File: config.mk
export PLATFORM = sky130hd
export DESIGN_NAME = fpu_div_issue
export DESIGN_NICKNAME = d
export VERILOG_FILES = /design/src/rtl/fpu_pkg.sv /design/src/rtl/fpu_div_special.sv /design/src/rtl/fpu_div_issue.sv
export SDC_FILE = /design/constraint.sdc
export NUM_CORES = 1
export LEC_CHECK = 0
export ABC_CLOCK_PERIOD_IN_PS = 5600
export BUFFER_PORTS_ARGS = -buffer_cell sky130_fd_sc_hd__buf_2
export CAP_MARGIN = 20
export CELL_PAD_IN_SITES_DETAIL_PLACEMENT = 0
export CELL_PAD_IN_SITES_GLOBAL_PLACEMENT = 1
export CORE_ASPECT_RATIO = 2
export CORE_MARGIN = 5
export CORE_UTILIZATION = 25
export CTS_CLUSTER_DIAMETER = 60
export DETAILED_ROUTE_END_ITERATION = 10
export GPL_TIMING_DRIVEN = 1
export PLACE_DENSITY_LB_ADDON = 0.12
export SKIP_CTS_REPAIR_TIMING = 1
export SLEW_MARGIN = 40
export SYNTH_ARGS = -nofsm -noshare
export SYNTH_HDL_FRONTEND = slang
export SYNTH_HIERARCHICAL = 1
export SYNTH_SLANG_ARGS = --single-unit
File: constraint.sdc
create_clock -name clk -period 5.6 [get_ports clk]
set_input_delay 1.12 -clock clk [delete_from_list [all_inputs] [get_ports clk]]
set_output_delay 1.12 -clock clk [all_outputs]
set_load 0.05 [all_outputs]
File: src/rtl/fpu_pkg.sv
// Shared FPU definitions: FSM encoding for the divide issue unit, IEEE-754 single field widths and constants.
package fpu_pkg;

  localparam logic [2:0] ST_IDLE   = 3'd0;
  localparam logic [2:0] ST_LAUNCH = 3'd1;
  localparam logic [2:0] ST_WAIT   = 3'd2;
  localparam logic [2:0] ST_DRAIN  = 3'd3;
  localparam logic [2:0] ST_RESP   = 3'd4;

  localparam int EXP_W = 8;
  localparam int MAN_W = 23;

  localparam logic [31:0] CANON_NAN = 32'h7FC00000;
  localparam logic [31:0] POS_INF   = 32'h7F800000;
  localparam logic [31:0] NEG_INF   = 32'hFF800000;

  function automatic logic [31:0] signed_inf(input logic s);
    return s ? NEG_INF : POS_INF;
  endfunction

endpackage

File: src/rtl/fpu_div_special.sv
// Combinational FDIV.S operand classifier: resolves NaN/inf/zero operands without the divider.
// Denormals are flushed to zero before classification.
module fpu_div_special #(
  parameter logic [31:0] NAN_VAL = fpu_pkg::CANON_NAN
) (
  input  logic [31:0] a,
  input  logic [31:0] b,
  output logic        is_special,
  output logic [31:0] special_result,
  output logic        dz,
  output logic        nv
);
  import fpu_pkg::*;

  logic [EXP_W-1:0] ea, eb;
  logic [MAN_W-1:0] ma, mb;
  logic             nan_a, nan_b, inf_a, inf_b, zero_a, zero_b, sign;

  assign ea     = a[30:23];
  assign eb     = b[30:23];
  assign ma     = a[22:0];
  assign mb     = b[22:0];
  assign nan_a  = (ea == '1) && (ma != '0);
  assign nan_b  = (eb == '1) && (mb != '0);
  assign inf_a  = (ea == '1) && (ma == '0);
  assign inf_b  = (eb == '1) && (mb == '0);
  assign zero_a = (ea == '0);
  assign zero_b = (eb == '0);
  assign sign   = a[31] ^ b[31];

  // Priority order matters: inf/0 yields a plain signed inf, not a divide-by-zero.
  always_comb begin
    is_special     = 1'b1;
    special_result = NAN_VAL;
    dz             = 1'b0;
    nv             = 1'b0;
    if (nan_a || nan_b || (zero_a && zero_b) || (inf_a && inf_b)) begin
      nv = 1'b1;
    end else if (inf_a) begin
      special_result = signed_inf(sign);
    end else if (zero_b) begin
      special_result = signed_inf(sign);
      dz             = 1'b1;
    end else if (zero_a || inf_b) begin
      special_result = {sign, 31'b0};
    end else begin
      is_special = 1'b0;
    end
  end

endmodule

File: src/rtl/fpu_div_issue.sv
// FDIV.S issue unit: accepts requests, resolves special operands locally and drives the FSM divider.
// Optional watchdog on the divider wait: define FPU_DIV_TIMEOUT_EN.
// Handshakes: a transfer happens on a rising edge where valid & ready are both 1; valid never depends on ready.
module fpu_div_issue #(
  parameter int          RD_W           = 5,
  parameter logic [31:0] CANON_NAN      = fpu_pkg::CANON_NAN,
  parameter int          TIMEOUT_CYCLES = 64
) (
  input  logic            clk,
  input  logic            rst,
  input  logic            req_valid,
  output logic            req_ready,
  input  logic [31:0]     req_a,
  input  logic [31:0]     req_b,
  input  logic [RD_W-1:0] req_rd,
  input  logic            flush,
  output logic            div_start,
  output logic [31:0]     div_N1,
  output logic [31:0]     div_N2,
  input  logic            div_busy,
  input  logic            div_done,
  input  logic [31:0]     div_result,
  output logic            resp_valid,
  input  logic            resp_ready,
  output logic [31:0]     resp_data,
  output logic [RD_W-1:0] resp_rd,
  output logic            resp_dz,
  output logic            resp_nv,
  output logic [2:0]      state_dbg
);
  import fpu_pkg::*;

  logic [2:0]      state, nxt;
  logic            up;
  logic [31:0]     a_q, b_q;
  logic [RD_W-1:0] rd_q;
  logic            sp_is, sp_dz, sp_nv, accept, tmo;
  logic [31:0]     sp_res;

  fpu_div_special #(.NAN_VAL(CANON_NAN)) u_special (
    .a(req_a), .b(req_b), .is_special(sp_is), .special_result(sp_res), .dz(sp_dz), .nv(sp_nv)
  );

  // up keeps req_ready low while reset is asserted even though the state reads IDLE.
  assign req_ready  = up && (state == ST_IDLE);
  assign accept     = req_valid && req_ready;
  assign div_start  = (state == ST_LAUNCH) && !div_busy && !flush;
  assign resp_valid = (state == ST_RESP) && !flush;
  assign div_N1     = a_q;
  assign div_N2     = b_q;
  assign resp_rd    = rd_q;
  assign state_dbg  = state;

`ifdef FPU_DIV_TIMEOUT_EN
  localparam int CNT_W = $clog2(TIMEOUT_CYCLES + 1);
  logic [CNT_W-1:0] cnt;

  assign tmo = (cnt == CNT_W'(TIMEOUT_CYCLES - 1));

  // Restarts from zero whenever the FSM changes state, so WAIT and DRAIN each get a full budget.
  always_ff @(posedge clk or negedge rst) begin
    if (!rst) cnt <= '0;
    else if (state != nxt) cnt <= '0;
    else if ((state == ST_WAIT) || (state == ST_DRAIN)) cnt <= cnt + 1'b1;
  end
`else
  assign tmo = 1'b0;
`endif

  // flush is checked first so it wins over div_done and resp_ready.
  always_comb begin
    nxt = state;
    case (state)
      ST_IDLE:   if (accept) nxt = sp_is ? ST_RESP : ST_LAUNCH;
      ST_LAUNCH: if (flush) nxt = ST_IDLE; else if (!div_busy) nxt = ST_WAIT;
      ST_WAIT:   if (flush) nxt = ST_DRAIN; else if (div_done || tmo) nxt = ST_RESP;
      ST_DRAIN:  if (div_done || tmo) nxt = ST_IDLE;
      ST_RESP:   if (flush || resp_ready) nxt = ST_IDLE;
      default:   nxt = ST_IDLE;
    endcase
  end

  always_ff @(posedge clk or negedge rst) begin
    if (!rst) begin
      state     <= ST_IDLE;
      up        <= 1'b0;
      a_q       <= '0;
      b_q       <= '0;
      rd_q      <= '0;
      resp_data <= '0;
      resp_dz   <= 1'b0;
      resp_nv   <= 1'b0;
    end else begin
      state <= nxt;
      up    <= 1'b1;
      if ((state == ST_IDLE) && accept) begin
        a_q       <= req_a;
        b_q       <= req_b;
        rd_q      <= req_rd;
        resp_data <= sp_res;
        resp_dz   <= sp_dz;
        resp_nv   <= sp_nv;
      end else if ((state == ST_WAIT) && !flush && div_done) begin
        resp_data <= div_result;
        resp_dz   <= 1'b0;
        resp_nv   <= 1'b0;
      end else if ((state == ST_WAIT) && !flush && tmo) begin
        resp_data <= CANON_NAN;
        resp_dz   <= 1'b0;
        resp_nv   <= 1'b1;
      end
    end
  end

endmodule
[Word level (Yosys, flattened, before mapping)]
Index checks and enable logic that the tools add are counted.
Word-level totals
  register bits: 107
  bits of input ports: 108
  output and inout bits: 109
  logic and storage cells: 77
Operators by class
  equality and inequality tests: 11
  mux-type cells: 27
  bitwise gates (word level): 1
  reductions and logical operators: 30
Operators by type and width (count)
  $mux 32: 7
  $logic_not 23->1: 2
  $reduce_bool 23->1: 2
  $mux 3: 8
  $eq 8x8->1 const B: 2
  $logic_not 8->1: 2
  $pmux 3 s5: 1
  $logic_and 1x1->1: 14
  $mux 1: 11
  $eq 3x2->1 const B: 2
  $ne 3x3->1 const B: 2
  $logic_or 1x1->1: 5
  $reduce_and 5->1: 1
  $ne 2x2->1 const B: 2
  $eq 3x1->1 const B: 1
  $eq 3x3->1 const B: 1
  $logic_not 3->1: 1
  $logic_not 1->1: 2
  $ne 2x1->1 const B: 1
  $reduce_bool 2->1: 1
  $xor 1x1->1: 1

[Longest topological paths before layout]
  word-level depth: 10
  depth in mapped cells: 7
  mapped depth without buffers: 6

[Cells and area by module]
The synthesis kept the hierarchy.
By module, submodules not included
  fpu_div_issue: instances 1, cells an instance 368, area each 4849.7 um^2, seq. area each 2677.6 um^2
  fpu_div_special: instances 1, cells an instance 77, area each 534.3 um^2, seq. area each 0.0 um^2

[Worst setup path after synthesis]
OpenSTA, ideal clock, no wires.
  path type: in2out
  from: input flush
  to: output resp_valid
  arrival time: 2839 ps
  data required time: 4480 ps
  setup slack: 1641 ps
  cell stages on the path: 1
  path buffers: 0
  path through: nor4b_1
Between the ends
  word-level cells in the longest chain between the ends: 2
RTL lines
  start, declared: line fpu_div_issue.sv:16  | input logic flush,
  $logic_not 1->1
  $logic_and 1x1->1: line fpu_div_issue.sv:48  | assign resp_valid = (state == ST_RESP) && !flush;
  end, declared: line fpu_div_issue.sv:23  | output logic resp_valid,
No other way between the ends.

[Worst setup path in the final report]
  from: input flush
  to: output div_start
Between the ends
  word-level cells in the longest chain between the ends: 2
RTL lines
  $logic_not 1->1
  $logic_and 1x1->1: line fpu_div_issue.sv:47  | assign div_start = (state == ST_LAUNCH) && !div_busy && !flush;
  end, declared: line fpu_div_issue.sv:17  | output logic div_start,
No other way between the ends.

==> key figures <==
Logic synthesis
  – Synth area leader: dfrtp_1
  – Mapped Cells: 445
  – Syn Std Cell Area: 5384 um2
  – Syn_area_per_cell: 12.10 um2
  – Synth top area share: just under 50%
  – Distinct cells, synth: 44
  – Seq cells post-synth: 107
  – Syn. warnings: 6
  – Seq/Total Area, Yosys: about half
  – Synth top area cells: dfrtp_1, mux2_4, buf_4

Timing
  – # setup viols final: 0
  – Period minus WS final: 3479 ps
  – RSZ-0062 raised after global routing: no
  – Max-slew violations: 0
  – Worst Skew: between 9 and 10 ps
  – Period utilization: about 62%
  – Worst-Margin Slew: 805.3 ps
  – Hold Fails Final Rpt: 0
  – Peak Freq: between 0.2 and 0.3 GHz
  – Setup tns final: 0 ps
  – Rel. slew slack: 46.31%

Die
  – Die W: 113.8 um
  – DIE HEIGHT: 217.5 um
  – CORE AREA: between 20000 and 25000 um2
  – Die area: 24750 um2
  – Starting density of the core: between 20% and 30%
  – Io pins: 217
  – Placement row count: between 70 and 80

Clocking
  – CTS tree: done
  – Clock Path Buffers: 2
  – CTS clk-pin slew, worst paths: 70 ps
  – H-tree levels: 3
  – Clk_lat worst skew: 350 ps
  – Num CTS Buffers: 9
  – Root Buffer: clkbuf_16
  – Sink Count: 107

Layout
  – NumNets Final: 747
  – Commonest non-fill, non-tap cells in the layout: buf_2, dfrtp_1, mux2_4
  – Area growth syn-to-layout: 26.12%
  – Most common cell after layout, fill and taps aside: buf_2
  – Share of cells above drive strength 1: between 40% and 50%
  – # fillers: 2265
  – # diodes: 0

Drt
  – Post-route ant nets: 0
  – 1st-pass router iterations: 4
  – Via count: 4214
  – WL final: around 17000 um
  – DR vias/cell: ~4.6
  – Drt wl/cell: 18.37 um
  – DRT iter0 DRCs: 129
  – DRC: 0

Critical path
  – Crit-path max FO: 6
  – Crit path capture type: output port
  – Crit-path max cell delay: 450 ps
  – Crit path top cell by count: buf_2
  – Crit path cell chain: buf_2 -> or3b_2 -> or2_2 -> nor2_1 -> buf_2
  – CP arrival: 2360 ps
  – Slowest cell on crit path: or3b_2
  – WP buf/inv: 2
  – CP required: 4480 ps
  – Startpoint Class: primary input
  – Largest delay contributor family on the critical path: simple AND/OR/NAND/NOR gates
  – Crit Path Category: in -> out

GRT
  – Remaining global-route overflow: 0
  – Vias in the first global route: 4492
  – Wire length of the first global-routing pass: 25970 um
  – Pin count of the biggest net entering global routing: 59
  – GRT Total Usage: a little over an eighth
  – Initial antenna violation count: 0

Place
  – Port Buf Inserts: 216
  – Placer Congestion: about 0.75
  – DP HPWL: between 10000 and 15000 um

Power
  – Static leakage: 3.064 nW
  – Final total power: 4.757 mW
  – Pwr/cell area: approximately 700 nW/um2
  – Worst vdd ir: 0.2783 mV

Outcome
  – Status: complete, no violations

Worst hold path
  – HP Class: reg -> reg

Job
  – Max Cap Viol: 0
## path summary, 6_finish.rpt
kind | start | end | slack (ps) | cells after the start
setup reg to reg | state_dbg[1]$_DFFE_PN0P_ | resp_rd[4]$_DFFE_PN0P_ | 2710 | 5
hold / removal | div_N1[29]$_DFFE_PN0P_ | div_N1[29]$_DFFE_PN0P_ | 490 | 1
hold reg to reg | div_N1[29]$_DFFE_PN0P_ | div_N1[29]$_DFFE_PN0P_ | 490 | 1
min in group asynchronous | rst | div_N1[22]$_DFFE_PN0P_ | 730 | 1
setup / recovery | flush | div_start | 2120 | 5
max in group asynchronous | rst | div_N2[23]$_DFFE_PN0P_ | 3740 | 2
## stage by stage
| step | util (%) | cell area (um2) | hold WS (ps) | worst slack (ps) | std cells |
|---|---|---|---|---|---|
| after floorplan | - | 5463 | 643.5 | 1641 | 466 |
| after global placement | 30.24 | 6470 | 468.6 | 2099 | 900 |
| after detailed placement | 30.33 | 6490 | 473.8 | 2115 | 901 |
| after CTS | 31.72 | 6787 | 491.2 | 2090 | 917 |
| after global routing | 31.74 | 6790 | 515.1 | 1978 | 917 |
| final | 31.74 | 6790 | 486.0 | 2121 | 917 |
## routing by layer
layer	part of all wire, %	routed length, um	up-vias	track usage (%)
met5	0	0	-	0
met2	53	8880	157	24.42
met4	1.3	224	0	3.924
met3	5.9	1001	13	3.194
met1	40	6734	2071	15.43
li1	-	-	1973	-
## power by group
part	switching [mW]	internal [mW]	leakage (nW)
combinational	1.99	0.760	1.69
sequential	0.207	1.15	1.23
clock	0.292	0.359	0.139
## layout make-up
class / instances / area [um2] / share of cell area, %
multi-input combinational: 295 / 2298 / 33.85
tap: 273 / 341.6 / 5.030
clock buffer: 12 / 246.5 / 3.630
sequential: 107 / 2678 / 39.43
inverter: 3 / 11.26 / 0.1658
clock inverter: 4 / 50.05 / 0.7371
timing repair buffer: 223 / 1165 / 17.16
## synthesized netlist by cell type, drive strengths merged
library cell / count
or2: 3
o32ai: 1
xor2: 1
mux2: 69
nand3: 34
nor2b: 2
o41a: 1
nor4: 14
nor3b: 1
a32o: 1
nor4b: 2
nand4: 7
o21ai: 35
a22o: 2
or3b: 1
conb: 2
or4b: 1
nor3: 37
a21o: 1
o22a: 1
or3: 1
a31oi: 32
nor2: 9
a21oi: 2
nand2: 5
dfrtp: 107
buf: 42
and4: 1
and2: 2
nand2b: 3
inv: 3
clkbuf: 19
o31ai: 3
## sequential cells by signal, indices dropped and copies added, names as in the netlist
signal	cells
resp_dz	1
resp_data	32
resp_nv	1
div_N1	32
up	1
div_N2	32
state_dbg	3
resp_rd	5
## logic make-up (layout without fill, tap and decap cells)
group | after synthesis | count (layout) | synth area share [%]
multiplexers | 69 | 69 | 18.61
other | 2 | 23 | 0.1395
flip-flops | 107 | 107 | 49.73
AND/OR/NAND/NOR | 123 | 123 | 13.27
buffers and inverters | 64 | 242 | 9.226
XOR/XNOR | 1 | 1 | 0.1627
AO/OA/AOI/OAI | 79 | 79 | 8.854
(Power assumes the default switching activity.)
